<file path="src/rtl/sobel_pkg.sv">
// Shared definitions for the Sobel frame sequencer: state encoding,
// default frame geometry and the per-frame output word count.
package sobel_pkg;

   localparam int WIDTH_DEF  = 640;
   localparam int HEIGHT_DEF = 480;
   localparam int CNT_W      = 19;

   typedef enum logic [2:0] {
      ST_IDLE    = 3'd0,
      ST_INIT    = 3'd1,
      ST_RD_PREV = 3'd2,
      ST_RD_CURR = 3'd3,
      ST_RD_NEXT = 3'd4,
      ST_CALC    = 3'd5,
      ST_WR      = 3'd6,
      ST_DONE    = 3'd7
   } state_t;

   // Output words per frame: the top and bottom rows produce no result.
   function automatic logic [CNT_W-1:0] total_words(input int width, input int height);
      int t;
      t = (height - 2) * (width / 4);
      return t[CNT_W-1:0];
   endfunction

endpackage

</file>
<file path="src/rtl/sobel_seq.sv">
// Frame sequencer for the Sobel filter: fetches three row words per output
// word over the memory bus, launches the datapath, then writes the result.
module sobel_seq
   import sobel_pkg::*;
#(
   parameter int WIDTH  = WIDTH_DEF,
   parameter int HEIGHT = HEIGHT_DEF
) (
   input  logic clk_i,
   input  logic rst_n_i,
   input  logic start_i,
   input  logic ack_i,
   input  logic calc_done_i,
   output logic offset_reset,
   output logic O_offset_cnt_en,
   output logic D_offset_cnt_en,
   output logic prev_row_load,
   output logic curr_row_load,
   output logic next_row_load,
   output logic cyc_o,
   output logic stb_o,
   output logic we_o,
   output logic calc_start_o,
   output logic done_o
);

   localparam logic [CNT_W-1:0] LAST_WORD = total_words(WIDTH, HEIGHT) - 19'd1;

   state_t            state_r;
   state_t            state_s;
   logic [CNT_W-1:0]  word_cnt;
   logic              calc_start_r;
   logic              wr_ack_s;
   logic              last_word_s;

   // Reset gates the pulse so an aborted write never advances the offsets.
   assign wr_ack_s    = (state_r == ST_WR) && ack_i && rst_n_i;
   assign last_word_s = (word_cnt == LAST_WORD);

   // State register
   always_ff @(posedge clk_i) begin
      if (!rst_n_i) begin
         state_r <= ST_IDLE;
      end else begin
         state_r <= state_s;
      end
   end

   // Next-state logic
   always_comb begin
      state_s = state_r;
      case (state_r)
         ST_IDLE: begin
            if (start_i) begin
               state_s = ST_INIT;
            end else begin
               state_s = ST_IDLE;
            end
         end
         ST_INIT: begin
            state_s = ST_RD_PREV;
         end
         ST_RD_PREV: begin
            if (ack_i) begin
               state_s = ST_RD_CURR;
            end else begin
               state_s = ST_RD_PREV;
            end
         end
         ST_RD_CURR: begin
            if (ack_i) begin
               state_s = ST_RD_NEXT;
            end else begin
               state_s = ST_RD_CURR;
            end
         end
         ST_RD_NEXT: begin
            if (ack_i) begin
               state_s = ST_CALC;
            end else begin
               state_s = ST_RD_NEXT;
            end
         end
         ST_CALC: begin
            if (calc_done_i) begin
               state_s = ST_WR;
            end else begin
               state_s = ST_CALC;
            end
         end
         ST_WR: begin
            if (ack_i) begin
               if (last_word_s) begin
                  state_s = ST_DONE;
               end else begin
                  state_s = ST_RD_PREV;
               end
            end else begin
               state_s = ST_WR;
            end
         end
         ST_DONE: begin
            state_s = ST_IDLE;
         end
         default: begin
            state_s = ST_IDLE;
         end
      endcase
   end

   // Output word counter; holds at the last word instead of wrapping.
   always_ff @(posedge clk_i) begin
      if (!rst_n_i) begin
         word_cnt <= '0;
      end else if (state_r == ST_INIT) begin
         word_cnt <= '0;
      end else if (wr_ack_s && !last_word_s) begin
         word_cnt <= word_cnt + 19'd1;
      end else begin
         word_cnt <= word_cnt;
      end
   end

   // Datapath launch pulse, set only on entry into CALC.
   always_ff @(posedge clk_i) begin
      if (!rst_n_i) begin
         calc_start_r <= 1'b0;
      end else begin
         calc_start_r <= (state_r == ST_RD_NEXT) && ack_i;
      end
   end

   // State-decoded bus and control outputs
   always_comb begin
      offset_reset  = 1'b0;
      prev_row_load = 1'b0;
      curr_row_load = 1'b0;
      next_row_load = 1'b0;
      cyc_o         = 1'b0;
      stb_o         = 1'b0;
      we_o          = 1'b0;
      done_o        = 1'b0;
      case (state_r)
         ST_IDLE: begin
            offset_reset = 1'b0;
         end
         ST_INIT: begin
            offset_reset = 1'b1;
         end
         ST_RD_PREV: begin
            cyc_o         = 1'b1;
            stb_o         = 1'b1;
            prev_row_load = 1'b1;
         end
         ST_RD_CURR: begin
            cyc_o         = 1'b1;
            stb_o         = 1'b1;
            curr_row_load = 1'b1;
         end
         ST_RD_NEXT: begin
            cyc_o         = 1'b1;
            stb_o         = 1'b1;
            next_row_load = 1'b1;
         end
         ST_CALC: begin
            cyc_o = 1'b0;
         end
         ST_WR: begin
            cyc_o = 1'b1;
            stb_o = 1'b1;
            we_o  = 1'b1;
         end
         ST_DONE: begin
            done_o = 1'b1;
         end
         default: begin
            done_o = 1'b0;
         end
      endcase
   end

   assign O_offset_cnt_en = wr_ack_s;
   assign D_offset_cnt_en = wr_ack_s;
   assign calc_start_o    = calc_start_r;

endmodule

</file>
<file path="config.mk">
export PLATFORM = sky130hd
export DESIGN_NAME = sobel_seq
export DESIGN_NICKNAME = d
export VERILOG_FILES = /design/src/rtl/sobel_pkg.sv /design/src/rtl/sobel_seq.sv
export SDC_FILE = /design/constraint.sdc
export NUM_CORES = 1
export LEC_CHECK = 0
export ABC_AREA = 1
export BUFFER_PORTS_ARGS = -buffer_cell sky130_fd_sc_hd__buf_2
export CORE_ASPECT_RATIO = 1.2
export CORE_MARGIN = 2
export CORE_UTILIZATION = 52
export CTS_CLUSTER_DIAMETER = 50
export CTS_CLUSTER_SIZE = 10
export DETAILED_ROUTE_END_ITERATION = 16
export HOLD_SLACK_MARGIN = 0.06
export PLACE_DENSITY_LB_ADDON = 0.08
export SYNTH_ARGS = -nofsm -noshare
export SYNTH_HDL_FRONTEND = slang
export SYNTH_SLANG_ARGS = --single-unit
</file>
<file path="constraint.sdc">
create_clock -name clk_i -period 1.6 [get_ports clk_i]
set_input_delay 0.24 -clock clk_i [delete_from_list [all_inputs] [get_ports clk_i]]
set_output_delay 0.24 -clock clk_i [all_outputs]
set_load 0.01 [all_outputs]
</file>
After elaboration in Yosys (flattened, before gate mapping)
Index checks and enable logic that the tools add are counted.

Register bits after elaboration: 23. Bits in latches: 0. Bits in writable memories: 0. ROM bits: 0. Input bits: 5. Output and inout bits: 11. Word-level logic and storage cells: 36. Memories: 0.

$add $sub $neg: 1. Multiply operators: 0. Div/mod/pow operators: 0. Order comparisons: 0. Equal/unequal tests: 8. Shifts and indexed selects: 0. Mux-type cells: 15. Bitwise logic cells: 1. Reductions and logical operators: 8.

Operator list (number): $pmux W3 S8 (1); $add A19 B1 Y19 const B (1); $eq A19 B17 Y1 const B (1); $eq A3 B3 Y1 const B (4); $mux W1 (10); $mux W3 (3); $eq A3 B2 Y1 const B (2); $logic_and A1 B1 Y1 (4); $reduce_or A4 Y1 (1); $eq A3 B1 Y1 const B (1); $logic_not A3 Y1 (1); $mux W2 (1); $reduce_or A2 Y1 (1); $logic_not A1 Y1 (1); $not A1 Y1 (1).

Depth between registers and ports, before layout
Gate-level depths: netlist of run 1.

Depth after elaboration: 4. Mapped depth: 11. Depth with buffers taken out: 10.

Worst setup path after synthesis of run 1
Ideal clock, no wire load.

Path type: flip-flop to flip-flop. From: register word_cnt[0]. To: register word_cnt[12]. Library setup time: 66 ps. Data arrival time: 1476 ps. Required time: 1534 ps. Path slack: 58 ps. Stages on the path, launching flop included: 9. Buffers on the path: 1. Clock period less this slack: 1542 ps. Cells stage by stage: dfxtp_1 -> ha_1 -> nand3_2 -> clkinv_2 -> nand3_4 -> o21ai_4 -> buf_6 -> nand2_1 -> a21oi_2.

Longest elaborated chain between the ends: 3. Elaborated cells between the ends (all ways): 4. Those cells by class: add/sub: 1; eq/ne: 1; reduce/logical: 2.

RTL lines: start: declaration (RTL line sobel_seq.sv:31) `logic [CNT_W-1:0] word_cnt;`; start signal: assignment (RTL line sobel_seq.sv:118) `word_cnt <= word_cnt + 19'd1;`; start signal: assignment (RTL line sobel_seq.sv:120) `word_cnt <= word_cnt;`; branches (longest 3 deep; another with $add A19 B1 Y19).

Parallel ways; which one is timed is not known. A chain may end at the register's enable or synchronous reset.

Worst setup path after layout of run 1
From: register state_r[0]. To: output D_offset_cnt_en.

Longest elaborated chain between the ends: 3.

RTL lines: start: declaration (RTL line sobel_seq.sv:29) `state_t state_r;`; start signal: assignment (RTL line sobel_seq.sv:45) `state_r <= state_s;`; $eq A3 B3 Y1 (RTL line sobel_seq.sv:37) `assign wr_ack_s = (state_r == ST_WR) && ack_i && rst_n_i;`; $logic_and A1 B1 Y1 (2 in series) (RTL line sobel_seq.sv:37); end: declaration (RTL line sobel_seq.sv:16) `output logic D_offset_cnt_en,`.

No other way between the ends.

==> results.md, run 1 <==
- Run status: finished, final reports clean
- Slew @ Worst Pin: 302 ps
- Mapped Area: ~1500 sq um
- Worst path slowest cell: dfxtp_2
- Final instance area: 1880 sq um
- Primary FF master, synth: dfxtp_1
- Top cells by area, synth: dfxtp_1 (31%), nand2_1 (21%), nor2_1 (8.3%), a21oi_2 (5.8%), xnor2_1 (4.1%)
- Yosys reg bits: 23
- H-tree Lvls: 1
- Vias/cell: 5.04
- Sequential share of the synthesized area: 30.7%
- Routed vias: around 1600
- Mapped Nets: 237
- PortBufs: 15
- Max-cap viol count: 0
- Most frequent cells in the layout: nand2_1 (83), nor2_1 (31), buf_4 (30)
- TritonCTS clock tree: built
- Dpl cells: 301
- Clock buffer depth: 2
- Power density of the placed cells: 632 nW/um^2
- Post-synth EDFFs: 0
- CTS sink cnt: 23
- ANT cells: 0
- Final Hold Fails: 0
- Layout cell share with drive strength beyond 1: 30.7%
- DR pass1 iterations: 6
- FMAX: 663 MHz
- Die W: approximately 53 microns
- Period utilization: a little over nine tenths
- Clock root cell: clkbuf_4
- Hold_buf cts: 0
- Die ar.: 3330 sq um
- CP arrival: 1270 ps
- Syn Area/Cell: 6.48 sq um
- Worst skew pair latency: 320 ps
- Crit Path Class: reg2out
- Initial DRC Count: 28
- Total grt overflow: 0
- Clock skew: 10.0 ps
- WL final: 3680 microns
- Highest metal used: met4
- Unique masters post-synth: 30
- Placeable Area: 2760 sq um
- Min Tclk post-route: 1510 ps
- Final Max Slew Viols: 0
- CP endpoint kind: output port
- Max VDD drop: 0.587 mV
- Die Y: 62.8 microns
- Synth top area share: 30.7%
- # DRC: 0
- Fin util: 68.1%
- Crit start category: flip-flop
- Starting density of the core: 54.3%
- Fillcell total: between 200 and 300
- Met2 WL: 1820 microns
- Worst Hold Class: in2reg
- Post-DP HPWL: 2640 microns
- Cts bufs inserted: 3
- Synth area leader: dfxtp_1
- Crit path cell chain: inv_2, nand2_2, nor3_4, nand2_4, inv_4, buf_2
- Leak: 0.728 nW
- Placed Area: 1780 sq um
- Critical-path maximum fanout: 3
- Area grow syn2layout: 25.5%
- First-pass GRT wire length: 5940 microns
- WL met1: 1670 microns
- Finish-stage setup viols: 0
- Max incr delay on CP: around 340 ps
- Largest net degree at the start of global routing: 21
- GR Util All Layers: 23.2%
- DRT antenna net count: 0
- RePlAce Congestion: 0.822
- FFs w/ async S/R, synth: 0%
- Unrepaired setup endpoints after global routing: yes
- Drt wl/cell: 12.0 microns
- Synth warnings: 0
- Final cell count without fillers: between 300 and 400
- Critical Path RT: 1360 ps
- Hold Slack: 205 ps
- Rows: 21
- Slew headroom: 79.8%
- Vias in the first global route: 1399
- DR WL met3: 128 microns
- NumNets Final: 281
- Commonest non-fill, non-tap cell in the layout: nand2_1
- Cells after Synth: about 230
- Initial antenna violation count: 0
- Num ports: 16
- Clock slew at reported path FFs: ~120 ps
==> where the power goes <==
group          total (mW)  switching, mW  internal (mW)
Sequential          0.604         0.0134          0.591
Clock               0.279          0.181         0.0976
Combinational       0.305          0.189          0.116
==> flip-flops by register name (all words and copies together) (netlist names) <==
name          count
calc_start_o      1
state_r           3
word_cnt         19
==> Yosys cell counts (5+ instances only) <==
cell and number:
nand2_1 84, nor2_1 33, dfxtp_1 23, a21oi_2 10, inv_1 10, a21oi_1 9, nand3_1 8, inv_2 7
xnor2_1 7, xor2_1 6, o21ai_0 5
==> metrics by stage <==
step	setup TNS [ps]	total power, mW	worst slack [ps]
final	0	1.19	91.1
after detailed placement	-2880	0.891	-173
after global placement	-2230	0.889	-134
after global routing	-26.3	1.25	-18.5
after CTS	0	1.19	39.3
after floorplan	0	0.792	57.7
==> layout make-up <==
type                       count  area (sq um)  area share [%]
clock buffer                   4          26.3            1.40
inverter                      19          75.1            3.99
multi-input combinational    183           961            51.1
sequential                    23           468            24.9
tap                           34          42.5            2.26
timing repair buffer          45           307            16.3
==> path summary, 6_finish.rpt <==
path                                   endpoint    startpoint  slack [ps]  cells after the start
worst max-delay path            D_offset_cnt_en    state_r[0]          90                      6
worst min-delay path                 state_r[0]       rst_n_i         210                      3
worst max register to register      word_cnt[5]  word_cnt[16]          90                     10
worst min register to register     word_cnt[18]  word_cnt[18]         500                      2
==> critical path: cells and delay by family (launching register included) <==
kind / cells / cell delay [ps]
DFF: 1 / 340
buffers and inverters: 3 / 250
and+or+nand+nor: 3 / 360
==> kinds of logic (layout without fill, tap and decap cells) <==
| logic type | count (synthesis) | after routing | share of synthesized area [%] |
|---|---|---|---|
| and+or+nand+nor | 141 | 142 | 40.0 |
| AOI/OAI and AO/OA | 27 | 27 | 12.7 |
| buffers and inverters | 26 | 68 | 8.10 |
| DFF | 23 | 23 | 30.7 |
| xor gates and xnor gates | 13 | 13 | 7.60 |
| adders and majority gates | 1 | 1 | 0.835 |
==> repair_timing <==
| item | in CTS | in global routing |
|---|---|---|
| gates cloned | 0 | 1 |
| setup endpoints to repair | 21 | 23 |
| pin swaps | 2 | 2 |
| resized for setup | 8 | 9 |
| buffers inserted | 3 | 0 |
==> routing by layer <==
metal	vias up	GRT usage, %
li1	816	-
met1	698	30.9
met2	32	37.3
met3	7	3.11
met4	0	8.65
met5	-	0
(Power assumes the default switching activity.)
==> run 2: changes to the inputs <==
- CORE_UTILIZATION: 52 -> 45
==> run 2 against run 1 <==
Effect of this change: wire length grew 4.1%; utilization shrank 2.8 points; clock power is essentially flat; combinational power shrank 4%; global-route usage shrank 2.0 points; sequential share of layout area shrank 1.7 points; sequential power grew 0.8%; critical endpoint unchanged.
==> results.md, run 2 (synthesis results as in run 1) <==
- TritonCTS clock tree: built
- Max-cap viol count: 0 (unchanged)
- Crit Path Class: reg2out
- Worst skew pair latency: 320 ps (about the same)
- Reg area: 470 sq um (+0.53%)
- ANT cells: 0 (unchanged)
- Worst R2R Path Depth: 9 (-1)
- Clock buffer depth: 2 (unchanged)
- Die W: 56.7 microns (+6.9%)
- Hold path startpoint: rst_n_i
- WL final: 3830 microns (+4.1%)
- Drt wl/cell: 12.0 microns (+0.80%)
- Reg-to-reg startpoint: word_cnt[0]
- Starting density of the core: 48.1% (-6.1 points)
- Hold-critical path depth: 3 (unchanged)
- Power density of the placed cells: 583 nW/um^2 (-7.9%)
- Num ports: 16 (unchanged)
- Critical-path maximum fanout: 3 (unchanged)
- Hold Slack: 173 ps (-31.7 ps)
- Cts bufs inserted: 3 (unchanged)
- Area of the multi-input gates: 1020 sq um (+5.7%)
- CTS sink cnt: 23 (unchanged)
- Min Tclk post-route: 1570 ps (+60.4 ps)
- Critical Path RT: 1360 ps (about the same)
- Layout cell share with drive strength beyond 1: 38.7% (+8.0 points)
- Top reg by flops: word_cnt
- Run status: finished, final reports clean
- Area grow syn2layout: 35.7%
- Period utilization: 98.1% (+3.8 points)
- Slew @ Worst Pin: 309 ps (+7.52 ps)
- First-pass GRT wire length: 6390 microns (+7.6%)
- Final Hold Fails: 0 (unchanged)
- Placeable Area: 3110 sq um (+13%)
- Die ar.: 3810 sq um (+14%)
- Commonest non-fill, non-tap cell in the layout: nand2_1
- GR Util All Layers: 21.2% (-2.0 points)
- Initial DRC Count: 53 (+89%)
- Routed vias: 1572 (+1.2%)
- Largest net degree at the start of global routing: 21 (unchanged)
- Rows: 22 (+4.8%)
- Post-DP HPWL: 2610 microns (-1.0%)
- Reg2reg end: word_cnt[17]
- PortBufs: 15 (unchanged)
- Die Y: 67.2 microns (+7.0%)
- FMAX: 637 MHz (-3.8%)
- H-tree Lvls: 1 (unchanged)
- Worst Hold Class: in2reg
- Dpl cells: 305 (+1.3%)
- # DRC: 0 (unchanged)
- Vias/cell: 4.94 (-2.0%)
- CP arrival: 1330 ps (+60 ps)
- NumNets Final: 289 (+2.8%)
- DR pass1 iterations: 4 (-2)
- Total grt overflow: 0 (unchanged)
- RePlAce Congestion: 0.824 (+0.26%)
- Vias in the first global route: 1448 (+3.5%)
- Final Max Slew Viols: 0 (unchanged)
- Max VDD drop: 0.474 mV (-19%)
- Fillcell total: 300 (+17%)
- WHS Endpoint: state_r[0]
- Finish-stage setup viols: 0 (unchanged)
- Unrepaired setup endpoints after global routing: yes
- Clock skew: 5.89 ps (-4.12 ps)
- Most frequent cells in the layout: nand2_1 (76), buf_4 (32), nor2_1 (29)
- Final cell count without fillers: 318 (+3.2%)
- Slew headroom: 79.3% (-0.44 points)
- Clock slew at reported path FFs: 130 ps (about the same)
- DRT antenna net count: 0 (unchanged)
- Leak: 0.768 nW (+5.5%)
- Crit start category: flip-flop
- Max reg flops: 19 (unchanged)
- Initial antenna violation count: 0 (unchanged)
- CP endpoint kind: output port
- Clock root cell: clkbuf_4
- R2r setup slk: 80 ps (about the same)
[run 2: changes by cell type in the layout (fill, tap and decap cells not counted), sizes merged]
cell | before | now
buf | 45 | 53
clkinv | 2 | 1
inv | 17 | 18
[run 2: how the worst max path moves through the flow]
stage	startpoint	end	slack (ps)	depth (start not counted)
2_1_floorplan	word_cnt[0]	word_cnt[12]	60	8
3_3_place_gp	word_cnt[0]	word_cnt[0]	-120	9
3_5_place_dp	word_cnt[0]	word_cnt[12]	-200	8
4_1_cts	state_r[2]	O_offset_cnt_en	20	6
5_1_grt	state_r[0]	O_offset_cnt_en	-50	7
6_report	state_r[2]	D_offset_cnt_en	30	6
[run 2: layer usage]
layer / share of wire [%] / GRT usage (%)
met5: 0 / 0
met4: 1.1 / 6.55
met2: 48 / 36.8
met1: 48 / 27.3
met3: 2.6 / 3.07
[run 2: power breakdown]
| group | internal, mW | switching [mW] |
|---|---|---|
| logic | 0.111 | 0.182 |
| registers | 0.593 | 0.0163 |
| clock network | 0.0976 | 0.184 |
| total | 0.802 | 0.382 |
[run 2: worst max-delay path: stages, from the launching register on]
cell     delay (ps)
dfxtp_2         360
inv_2            50
nor3_4          190
nand2_2         110
buf_6           140
inv_6            60
buf_6            90
[run 2: cell type report]
cell class                 count  share of cell area, %
inverter                      19                   3.88
timing repair buffer          53                   19.5
clock buffer                   4                   1.29
tap                           36                   2.22
multi-input combinational    183                   50.0
sequential                    23                   23.2
[run 2: repair_timing]
action / 4_1_cts / 5_1_grt
endpoints found under the setup margin: 21 / 22
hold buffers: 0 / 0
pin swaps: 0 / 7
gates cloned: 0 / 3
resized for setup: 9 / 36
setup buffers: 4 / 2
[run 2: metrics by stage]
stage	instance area (sq um)	TNS [ps]	power [mW]	utilization (%)	setup slack, ps
after detailed placement	1790	-3260	0.888	57.7	-205
after global routing	2030	-258	1.27	65.3	-46.3
after floorplan	1500	0	0.792	-	57.7
after global placement	1790	-2090	0.889	57.7	-124
after CTS	1880	0	1.18	60.5	15.4
final	2030	0	1.18	65.3	30.7
